## config.mk

```make
export PLATFORM = sky130hd
export DESIGN_NAME = s2p_gather
export DESIGN_NICKNAME = d
export VERILOG_FILES = /design/src/rtl/s2p_pkg.sv /design/src/rtl/s2p_out_slot.sv /design/src/rtl/s2p_gather.sv
export SDC_FILE = /design/constraint.sdc
export NUM_CORES = 1
export LEC_CHECK = 0
export CORE_UTILIZATION = 55
export DETAILED_ROUTE_END_ITERATION = 6
export GPL_TIMING_DRIVEN = 0
export HOLD_SLACK_MARGIN = 0.12
export PLACE_DENSITY = 0.78
export SYNTH_ARGS = -nofsm -noshare
export SYNTH_HDL_FRONTEND = slang
export SYNTH_SLANG_ARGS = --single-unit
export TNS_END_PERCENT = 5
```

## constraint.sdc

```tcl
create_clock -name clk -period 10.9 [get_ports clk]
set_input_delay 1.09 -clock clk [delete_from_list [all_inputs] [get_ports clk]]
set_output_delay 1.09 -clock clk [all_outputs]
set_load 0.03 [all_outputs]
```

## src/rtl/s2p_pkg.sv

```systemverilog
// Shared types and helpers for the serial-to-parallel gatherer.
package s2p_pkg;

  typedef enum logic {
    FILL = 1'b0,
    HELD = 1'b1
  } state_e;

  // Width needed to hold a lane count in the range 0..max_lanes.
  function automatic int unsigned cnt_width(input int unsigned max_lanes);
    return $clog2(max_lanes + 1);
  endfunction

  // Out-of-range group sizes (zero or larger than the lane count) select all lanes.
  function automatic int unsigned clamp_group(input int unsigned size, input int unsigned max_size);
    if ((size == 0) || (size > max_size)) begin
      return max_size;
    end
    return size;
  endfunction

endpackage

```

## src/rtl/s2p_out_slot.sv

```systemverilog
// Single-entry valid/ready output register carrying a gathered word and its lane count.
module s2p_out_slot #(
  parameter int unsigned DATA_W = 128,
  parameter int unsigned CNT_W  = 3
) (
  input  logic              clk,
  input  logic              rst,
  input  logic              load,
  input  logic [DATA_W-1:0] load_data,
  input  logic [CNT_W-1:0]  load_count,
  input  logic              out_ready,
  output logic              out_valid,
  output logic [DATA_W-1:0] out_data,
  output logic [CNT_W-1:0]  out_count
);

  logic              valid_q, valid_d;
  logic [DATA_W-1:0] data_q, data_d;
  logic [CNT_W-1:0]  count_q, count_d;

  // The producer only loads when the slot is empty or draining this cycle.
  always_comb begin
    valid_d = valid_q;
    data_d  = data_q;
    count_d = count_q;
    if (load) begin
      valid_d = 1'b1;
      data_d  = load_data;
      count_d = load_count;
    end else if (out_ready) begin
      valid_d = 1'b0;
    end
  end

  always_ff @(posedge clk or posedge rst) begin
    if (rst) begin
      valid_q <= 1'b0;
      data_q  <= '0;
      count_q <= '0;
    end else begin
      valid_q <= valid_d;
      data_q  <= data_d;
      count_q <= count_d;
    end
  end

  assign out_valid = valid_q;
  assign out_data  = data_q;
  assign out_count = count_q;

endmodule

```

## src/rtl/s2p_gather.sv

```systemverilog
// Gathers 1..MAX_LANES serial samples into one wide word with valid/ready backpressure and flush.
module s2p_gather
  import s2p_pkg::*;
#(
  parameter int unsigned MAX_LANES = 4,
  parameter int unsigned SAMPLE_W  = 32,
  parameter int unsigned CNT_W     = cnt_width(MAX_LANES)
) (
  input  logic                          clk,
  input  logic                          rst,
  input  logic [SAMPLE_W-1:0]           in_data,
  input  logic                          in_valid,
  output logic                          in_ready,
  input  logic [CNT_W-1:0]              group_size,
  input  logic                          flush,
  output logic [MAX_LANES*SAMPLE_W-1:0] out_data,
  output logic [CNT_W-1:0]              out_count,
  output logic                          out_valid,
  input  logic                          out_ready
);

  localparam int unsigned DATA_W = MAX_LANES * SAMPLE_W;

  state_e              state_q, state_d;
  logic [CNT_W-1:0]    cnt_q, cnt_d;
  logic [CNT_W-1:0]    gs_q, gs_d;
  logic [DATA_W-1:0]   asm_q, asm_d;
  logic                in_ready_q, in_ready_d;

  logic                accept_c;
  logic                out_free_c;
  logic                done_c;
  logic [CNT_W-1:0]    gs_eff_c;
  logic [CNT_W-1:0]    cnt_p_c;
  logic [DATA_W-1:0]   written_c;

  logic                load;
  logic [DATA_W-1:0]   load_data;
  logic [CNT_W-1:0]    load_count;

  assign out_free_c = !out_valid || out_ready;

  // Next-state, assembly update and output-slot load decision.
  always_comb begin
    state_d    = state_q;
    cnt_d      = cnt_q;
    gs_d       = gs_q;
    asm_d      = asm_q;
    load       = 1'b0;
    load_data  = asm_q;
    load_count = cnt_q;
    accept_c   = 1'b0;
    done_c     = 1'b0;
    gs_eff_c   = gs_q;
    cnt_p_c    = cnt_q;
    written_c  = asm_q;

    unique case (state_q)
      FILL: begin
        accept_c = in_valid && in_ready_q;
        // A new group starts from an all-zero word so unwritten lanes read as zero.
        written_c = (cnt_q == '0) ? '0 : asm_q;
        if (accept_c) begin
          for (int unsigned i = 0; i < MAX_LANES; i++) begin
            if (CNT_W'(i) == cnt_q) begin
              written_c[i*SAMPLE_W +: SAMPLE_W] = in_data;
            end
          end
        end
        if (accept_c && (cnt_q == '0)) begin
          gs_eff_c = CNT_W'(clamp_group(32'(group_size), MAX_LANES));
        end
        cnt_p_c = cnt_q + CNT_W'(accept_c);
        done_c  = (accept_c && (cnt_p_c == gs_eff_c)) || (flush && (cnt_p_c != '0));

        if (accept_c) begin
          gs_d  = gs_eff_c;
          asm_d = written_c;
          cnt_d = cnt_p_c;
        end
        if (done_c) begin
          if (out_free_c) begin
            load       = 1'b1;
            load_data  = written_c;
            load_count = cnt_p_c;
            cnt_d      = '0;
            asm_d      = '0;
          end else begin
            // cnt_q keeps the lane count of the parked group while HELD.
            state_d = HELD;
          end
        end
      end

      HELD: begin
        if (out_ready) begin
          load       = 1'b1;
          load_data  = asm_q;
          load_count = cnt_q;
          cnt_d      = '0;
          asm_d      = '0;
          state_d    = FILL;
        end
      end

      default: begin
        state_d = FILL;
      end
    endcase

    in_ready_d = (state_d == FILL);
  end

  always_ff @(posedge clk or posedge rst) begin
    if (rst) begin
      state_q    <= FILL;
      cnt_q      <= '0;
      gs_q       <= '0;
      asm_q      <= '0;
      in_ready_q <= 1'b1;
    end else begin
      state_q    <= state_d;
      cnt_q      <= cnt_d;
      gs_q       <= gs_d;
      asm_q      <= asm_d;
      in_ready_q <= in_ready_d;
    end
  end

  assign in_ready = in_ready_q;

  s2p_out_slot #(
    .DATA_W (DATA_W),
    .CNT_W  (CNT_W)
  ) u_out_slot (
    .clk        (clk),
    .rst        (rst),
    .load       (load),
    .load_data  (load_data),
    .load_count (load_count),
    .out_ready  (out_ready),
    .out_valid  (out_valid),
    .out_data   (out_data),
    .out_count  (out_count)
  );

endmodule

```

==> flow_summary.toml, run 1 <==
[drt]
drtAntennaViolNets = 0
drt_iter0_markers = 1249
drt_wl_total_um = 40510
wire_per_inst_um = 24.08
drc_errors = 0
vias = 11302
avgViaCountPerCell = 6.719
first_pass_iters = 5

[clocking]
clockBufferDepth = 3
clockRootBuffer = "clkbuf_16"
cts_tree = "done"
ctsResizeCount = 0
cts.clk_slew.worst_paths_ns = 0.06
numCtsBuffers = 28
clock_sinks = 268
htree_levels = 1
cts_setup_buffers = 0
cts-hold-fix-buffers = 0
insertion_delay_ns = 0.55

[finish]
fillerInstances = 1758
fin_cells = 1682
nNetsFinal = 1421
drive_above_1_share_pct = 11.24
multiInputGateArea_mm2 = 0.005174
regArea_mm2 = 0.006708
syn_to_final_growth_pct = 22.32
num_antenna_cells = 0

[critical_path]
max_stage_delay_ns = 0.64
cp.arrival_ns = 5.39
r2r_slack_ns = 6.41
worst_r2r_path_depth = 13
cpMostUsedCell = "clkbuf_1"
slowest_stage = "a31oi_2"
critPathRequiredTime_ns = 11.32
cp_cell_sequence = "clkdlybuf4s50_1, nand2_1, inv_1, clkbuf_1, ha_1, ha_1, xor2_1, a211o_1, nand4_1, a31oi_2, clkbuf_1, clkbuf_1, o22ai_1, mux2_1"
worstPathMaxFanout = 10
critPathLaunch = "in_valid"
endpoint_kind = "register"
path_class = "in2reg"
r2r_start = "in_ready"
r2r_end = "u_out_slot.out_data[17]"
critPathLaunchType = "input pin"

[floorplan]
fp.dieH_um = 153.5
core_mm2 = 0.02257
dieArea_mm2 = 0.02356
rows = 55
ios = 173
die_w_um = 153.5
start_util_pct = 55.93

[sta]
fmax_mhz = 201.2
period_share_pct = 45.60
whs_ns = 0.4981
slew_viol_final = 0
worstMarginPinSlew_ns = 0.9703
setup_viol = 0
fin_crit_ns = 4.970
fin_skew_ns = 0.01959
hold_violations = 0
relSlewSlack_pct = 35.09
rsz0062_at_grt = "no"

[logic_synthesis]
yosys_most_used_dff = "dfrtp_1"
ys_seq_area_share_pct = 53.13
synth.net_count = 1240
syn_area_mm2 = 0.01262
avgSynthCellArea_um2 = 10.55
synthArstFlopShare_pct = 100.0
synth_compound_area_share_pct = 28.16
synth_top_family_by_area = "compound AO/OA/AOI/OAI gates"
synth_cells = 1197
synth_warnings = 0
synth.distinct_cells = 57
muxShareOfSynthArea_pct = 4.529
synthAdderAreaFrac_pct = 0.2973
synth_simple_gate_area_share_pct = 7.859
synth_xor_xnor_area_share_pct = 0.1388
synth_enable_flop_cells = 0
ys_ff_latch = 268

[placed_design]
io_buffers = 149
dpl.hpwl_um = 28490
place_congestion = 0.9456
dp_cells = 1633

[power_and_ir_drop]
p_leak_nw = 6.579
p_per_area_mw_per_mm2 = 366.4
total_power_mw = 5.658
max-vdd-ir-drop_v = 0.0001994

[global_routing]
grt_pass1_vias = 11007
antenna_found_initial = 0
grt_pass1_wl_um = 62920
overflow = 0
grt_usage_pct = 34.56
grt_start_max_net_pins = 130

[min_path]
hold_end = "asm_q[108]"
worst_hold_startpoint = "asm_q[108]"
whs_path_depth = 1
hp-class = "reg2reg"

[run_status]
status = "complete, no violations"

[job]
drv_cap = 0
## per-layer routing
layer	up-vias	global-route usage [%]	share of wire (%)
met4	0	16.10	4.4
met5	-	0	0
met2	735	52.81	45
li1	4890	-	-
met1	5542	48.40	41
met3	135	6.032	10
## registers in the layout, summed over array words and instances, names as in the netlist
signal                flops
gs_q                      3
asm_q                   128
u_out_slot.out_valid      1
state_q                   1
cnt_q                     3
u_out_slot.out_data     128
in_ready                  1
u_out_slot.out_count      3
## power by group
part	switching [mW]	internal (mW)	total, mW
registers	0.233	1.35	1.58
clock network	0.400	0.555	0.955
logic	2.01	1.12	3.12
## cells by family after synthesis
| group | after synthesis |
|---|---|
| and+or+nand+nor | 205 |
| DFF | 268 |
| adders and majority gates | 3 |
| muxes | 51 |
| xor gates and xnor gates | 2 |
| buffers and inverters | 158 |
| AOI/OAI and AO/OA | 510 |
## cell usage after synthesis (all sizes together), types with 2 or more instances
library cell / n / share of area (%)
a32oi: 2 / 0.14
a22o: 128 / 8.9
buf: 64 / 3.1
mux2: 49 / 4.4
o211ai: 54 / 3.2
o311a: 6 / 0.48
a21oi: 78 / 3.1
nand2: 83 / 2.5
nor2b: 4 / 0.20
o21ai: 73 / 2.9
dfrtp: 267 / 53
nand3: 57 / 2.3
mux2i: 2 / 0.16
or3: 2 / 0.14
a211o: 2 / 0.14
nand2b: 4 / 0.20
nor2: 30 / 1.1
nor4: 7 / 0.45
nand4: 4 / 0.20
nor3: 4 / 0.25
clkbuf: 90 / 2.7
o22ai: 45 / 2.2
ha: 3 / 0.30
o21bai: 19 / 1.1
o22a: 13 / 0.90
a2bb2oi: 6 / 0.42
or2: 4 / 0.20
a31oi: 68 / 3.4
and4: 2 / 0.16
o311ai: 7 / 0.49
inv: 4 / 0.12
## through the flow
step | setup WS (ns) | area [µm²] | util (%) | setup TNS (ns)
global route | 5.638 | 15440 | 68.41 | 0
CTS | 6.070 | 15440 | 68.41 | 0
floorplan | 2.430 | 12620 | - | 0
global placement | -0.8119 | 14470 | 64.12 | -209.98
detailed placement | 5.497 | 14540 | 64.40 | 0
finish | 5.930 | 15440 | 68.41 | 0
## cell type report
| type | instances | share of cell area, % |
|---|---|---|
| timing repair buffer | 151 | 10.01 |
| tap | 285 | 2.309 |
| clock buffer | 42 | 5.469 |
| multi-input combinational | 771 | 33.50 |
| buffer | 154 | 4.716 |
| inverter | 4 | 0.1458 |
| sequential | 268 | 43.44 |
| clock inverter | 7 | 0.4051 |
## worst max-delay path: cells and delay by family
family          cells  cell delay [ns]
xor+xnor            1             0.32
buf+inv             5             1.88
mux                 1             0.33
fa+ha+maj           2             0.53
compound gates      3             0.97
simple gates        2             0.25
## worst max-delay path by stage
stage | to | slack, ns
after detailed placement | u_out_slot.out_data[17] | 5.50
after global placement | u_out_slot.out_data[12] | -0.81
after global routing | u_out_slot.out_data[17] | 5.64
after floorplan | asm_q[0] | 2.43
after CTS | u_out_slot.out_data[17] | 6.07
final | u_out_slot.out_data[17] | 5.93
## cells in the final DEF, fill, tap and decap left out, types with 33 or more instances in the layout
cell type | synthesis | routed
o22ai_1 | 45 | 45
nand2_1 | 83 | 83
a21oi_1 | 78 | 78
mux2_2 | 47 | 47
clkbuf_1 | 90 | 96
clkdlybuf4s50_1 | 0 | 149
buf_2 | 33 | 33
nand3_1 | 57 | 57
a31oi_1 | 67 | 67
o21ai_0 | 73 | 73
a22o_1 | 128 | 128
o211ai_1 | 54 | 54
dfrtp_1 | 267 | 267
Power figures use the tool's default switching activity.
==> run 2: changes to the inputs <==
==> constraint.sdc (replaced) <==
create_clock -name clk -period 4.9 [get_ports clk]
set_input_delay 0.49 -clock clk [delete_from_list [all_inputs] [get_ports clk]]
set_output_delay 0.49 -clock clk [all_outputs]
set_load 0.03 [all_outputs]
==> run 2 against run 1 <==
Compared with the run above:
- via count about the same
- sequential power is 120% higher
- worst hold slack got worse by 0.11 ns
- routed wire length shrank 0.33%
- sequential share of layout area shrank 0.31 points
- die area is the same
- count of clock-buffer cells in the layout grew 1
- global-route usage fell by 0.10 points
- critical path depth fell by 1
- worst setup slack worse by 5.5 ns
- highest routed layer unchanged
==> flow_summary.toml, run 2 (same netlist as run 1, synthesis figures left out) <==
[run_status]
status = "complete, no violations"

[clocking]
cts.clk_slew.worst_paths_ns = 0.07
clockRootBuffer = "clkbuf_16"
cts_setup_buffers = 0
ctsResizeCount = 0
cts_tree = "done"
clockBufferDepth = 3
insertion_delay_ns = 0.54
clock_sinks = 268
cts-hold-fix-buffers = 0
htree_levels = 1
numCtsBuffers = 27

[power_and_ir_drop]
p_per_area_mw_per_mm2 = 811.6
switching_share_pct = 46.25
p_int_mw = 6.785
clkPwrFrac_pct = 17.2
max-vdd-ir-drop_v = 0.0004164
combPwrFrac_pct = 55.0
p_leak_nw = 6.625
sequentialPowerShare_pct = 27.8
p_switching_mw = 5.838

[sta]
setup_tns_ns = 0
fin_skew_ns = 0.01419
setup_viol = 0
slew_viol_final = 0
hold_violations = 0
worstMarginPinSlew_ns = 0.9511
relSlewSlack_pct = 36.38
period_share_pct = 90.28
whs_ns = 0.3902
fmax_mhz = 226.1
rsz0062_at_grt = "no"
fin_crit_ns = 4.424

[critical_path]
max_stage_delay_ns = 0.64
path_buf_inv = 4
critPathRequiredTime_ns = 5.32
slowest_stage = "a31oi_2"
cp.arrival_ns = 4.85
path_class = "reg2reg"
cp_cell_sequence = "nand2_1, inv_1, clkbuf_1, ha_1, ha_1, xor2_1, a211o_1, nand4_1, a31oi_2, clkbuf_1, clkbuf_1, o22ai_1, mux2_2"
worstPathMaxFanout = 10
cpLargestDelayFamily = "buffers and inverters"
endpoint_kind = "register"
cpMostUsedCell = "clkbuf_1"
critPathLaunchType = "register"

[finish]
mostFrequentLayoutCells = "dfrtp_1, clkdlybuf4s50_1, a22o_1"
fin_util_pct = 68.91
num_antenna_cells = 0
drive_above_1_share_pct = 11.63
nNetsFinal = 1425
syn_to_final_growth_pct = 23.20
final_common_cell = "dfrtp_1"

[floorplan]
dieArea_mm2 = 0.02356
start_util_pct = 55.93
ios = 173
core_mm2 = 0.02257
fp.dieH_um = 153.5
rows = 55
die_w_um = 153.5

[drt]
drt_iter0_markers = 908
first_pass_iters = 7
avgViaCountPerCell = 6.700
vias = 11297
drc_errors = 0
drtAntennaViolNets = 0
wire_per_inst_um = 23.95
met2_length_um = 18180
top_layer_used = "met4"
met3WireLength_um = 4078
drt_wl_total_um = 40380
wl_met1_um = 16360

[global_routing]
grt_start_max_net_pins = 44
grt_pass1_wl_um = 63100
grt_pass1_vias = 11155
grt_usage_pct = 34.46
overflow = 0
antenna_found_initial = 0

[placed_design]
io_buffers = 149
place_congestion = 0.9499
dpl.hpwl_um = 28940

[job]
drv_cap = 0

[min_path]
hp-class = "in2async"
run 2: cell count changes in the layout (fill, tap and decap cells not counted), moves of 2 or more:
| cell | delta |
|---|---|
| clkinv_2 | -4 |
| clkbuf_1 | -2 |
| clkbuf_8 | +5 |
| buf_16 | -2 |
| clkbuf_16 | -2 |
| buf_12 | +7 |
run 2: cell type report:
type | count | area (µm²)
clock buffers | 43 | 855.8
multi-input cells | 771 | 5174
fillers | 1730 | 7018
flip-flops and latches | 268 | 6708
repair buffers | 156 | 1632
well taps | 285 | 356.6
plain buffers | 154 | 728.2
clock inverters | 5 | 81.33
inverters | 4 | 18.77
run 2: final timing paths:
kind                            start                      end  slack [ns]  cells after the start
max                          in_ready  u_out_slot.out_data[31]        0.48                     13
min                               rst               asm_q[120]        0.39                      2
max reg2reg                  in_ready  u_out_slot.out_data[31]        0.48                     13
min reg2reg                asm_q[118]               asm_q[118]        0.50                      1
max in group asynchronous         rst  u_out_slot.out_data[15]        3.67                      4
min in group clk           in_data[5]                 asm_q[5]        0.49                      2
run 2: through the flow:
step                      power, mW  worst slack [ns]  cells  area, µm²
final                         12.62            0.4763   1686      15550
after floorplan               7.901            0.8713   1197      12630
after global placement        10.19            -1.027   1631      14480
after CTS                     12.51            0.5541   1686      15550
after global routing          13.21            0.2018   1686      15550
after detailed placement      10.32            0.1213   1638      14620
run 2: power by group through the flow:
| stage | clock, mW | sequential (mW) | combinational (mW) |
|---|---|---|---|
| finish | 2.17 | 3.51 | 6.94 |
| global route | 2.25 | 3.57 | 7.38 |
| CTS | 2.17 | 3.49 | 6.86 |
| detailed placement | 0 | 3.51 | 6.81 |
| global placement | 0 | 3.51 | 6.68 |
| floorplan | 0 | 4.30 | 3.60 |
run 2: routing by layer:
metal	global-route usage, %	vias to the layer above
met5	0	-
met4	15.90	0
met3	6.652	132
met2	52.84	691
met1	47.67	5583
li1	-	4891
==> run 3: changes to the inputs <==
--- a/config.mk
+++ b/config.mk
@@ -9,7 +9,7 @@
 export DETAILED_ROUTE_END_ITERATION = 6
 export GPL_TIMING_DRIVEN = 0
 export HOLD_SLACK_MARGIN = 0.12
-export PLACE_DENSITY = 0.78
+export PLACE_DENSITY = 0.8
 export SYNTH_ARGS = -nofsm -noshare
 export SYNTH_HDL_FRONTEND = slang
 export SYNTH_SLANG_ARGS = --single-unit
==> run 3 against run 2 <==
Compared with the run above:
- sequential power barely moved
- critical path type unchanged
- first-iteration DRC count is 21% higher
- routed wire length down 0.30%
- highest routed layer unchanged
- critical endpoint is now u_out_slot.out_data[17]
- global-route usage down 0.21 points
==> flow_summary.toml, run 3 (same netlist as run 1, synthesis figures left out) <==
[critical_path]
cpLargestDelayFamily = "buffers and inverters"
path_class = "reg2reg"
slowest_stage = "a31oi_2"
cpMostUsedCell = "clkbuf_1"
cp.arrival_ns = 4.85
critPathLaunchType = "register"
r2r_slack_ns = 0.46
cp_cell_sequence = "nand2_1, inv_1, clkbuf_1, ha_1, ha_1, xor2_1, a211o_1, nand4_1, a31oi_2, clkbuf_1, clkbuf_1, o22ai_1, mux2_1"
max_stage_delay_ns = 0.66
critPathRequiredTime_ns = 5.31
worstPathMaxFanout = 10
path_buf_inv = 4
endpoint_kind = "register"

[clocking]
cts_setup_buffers = 0
cts-hold-fix-buffers = 0
clockBufferDepth = 3
htree_levels = 1
cts_tree = "done"
insertion_delay_ns = 0.54
ctsResizeCount = 0
cts.clk_slew.worst_paths_ns = 0.07
clockRootBuffer = "clkbuf_16"
numCtsBuffers = 27
clock_sinks = 268

[job]
drv_cap = 0

[sta]
relSlewSlack_pct = 37.17
whs_ns = 0.4449
slew_viol_final = 0
period_share_pct = 90.60
fin_skew_ns = 0.02174
hold_violations = 0
setup_viol = 0
fmax_mhz = 225.3
setup_tns_ns = 0
fin_crit_ns = 4.439
rsz0062_at_grt = "no"
fin_ws_ns = 0.4605
worstMarginPinSlew_ns = 0.9392

[power_and_ir_drop]
total_power_mw = 12.49
max-vdd-ir-drop_v = 0.0005385
p_leak_nw = 6.571
p_per_area_mw_per_mm2 = 808.7

[drt]
drt_wl_total_um = 40250
first_pass_iters = 6
vias = 11343
avgViaCountPerCell = 6.732
drc_errors = 0
wire_per_inst_um = 23.89
drtAntennaViolNets = 0
drt_iter0_markers = 1096

[global_routing]
grt_start_max_net_pins = 43
grt_pass1_vias = 11162
grt_pass1_wl_um = 62810
antenna_found_initial = 0
overflow = 0
grt_usage_pct = 34.25

[finish]
nNetsFinal = 1424
fin_cells = 1685
drive_above_1_share_pct = 11.29
design_area_mm2 = 0.01544
syn_to_final_growth_pct = 22.29
fin_util_pct = 68.40
num_antenna_cells = 0
mostFrequentLayoutCells = "dfrtp_1, clkdlybuf4s50_1, a22o_1"
final_common_cell = "dfrtp_1"

[floorplan]
core_mm2 = 0.02257
dieArea_mm2 = 0.02356
rows = 55
die_w_um = 153.5
start_util_pct = 55.93
ios = 173
fp.dieH_um = 153.5

[placed_design]
io_buffers = 149
placed_area_mm2 = 0.01460
place_ws_ns = 0.1689
dpl.hpwl_um = 28670
place_congestion = 0.9420
dp_cells = 1637

[min_path]
hp-class = "in2async"

[run_status]
status = "complete, no violations"
[run 3: where the power goes]
group | internal [mW] | switching [mW]
clock | 1.14 | 0.885
sequential | 3.00 | 0.517
combinational | 2.49 | 4.45
[run 3: final timing paths]
| path | from | end | cells past startpoint |
|---|---|---|---|
| worst max-delay path | in_ready | u_out_slot.out_data[17] | 13 |
| worst min-delay path | rst | cnt_q[2] | 2 |
| worst max register to register | in_ready | u_out_slot.out_data[17] | 13 |
| worst min register to register | asm_q[103] | asm_q[103] | 1 |
| max in group asynchronous | rst | asm_q[15] | 6 |
| min in group clk | in_data[12] | u_out_slot.out_data[44] | 3 |
[run 3: routing by layer]
metal | wire length (µm) | vias up | track usage (%) | share of wire, %
li1 | - | 4893 | - | -
met1 | 16450 | 5612 | 47.68 | 41
met2 | 18510 | 736 | 53.27 | 46
met3 | 3934 | 102 | 6.567 | 9.8
met4 | 1356 | 0 | 13.62 | 3.4
met5 | 0 | - | 0 | 0
[run 3: worst reg2reg max path, stage by stage, from the launching register on]
cell	delay [ns]
dfstp_2	0.53
nand2_1	0.08
inv_1	0.07
clkbuf_1	0.38
ha_1	0.24
ha_1	0.27
xor2_1	0.34
a211o_1	0.18
nand4_1	0.18
a31oi_2	0.66
clkbuf_1	0.42
clkbuf_1	0.49
o22ai_1	0.16
mux2_1	0.32
[run 3: area by class of cell]
cell class / instances / area [µm²]
plain buffers: 154 / 728.2
clock buffers: 40 / 774.5
clock inverters: 8 / 67.56
fillers: 1756 / 7133
inverters: 4 / 18.77
multi-input cells: 771 / 5174
flip-flops and latches: 268 / 6708
well taps: 285 / 356.6
repair buffers: 155 / 1612
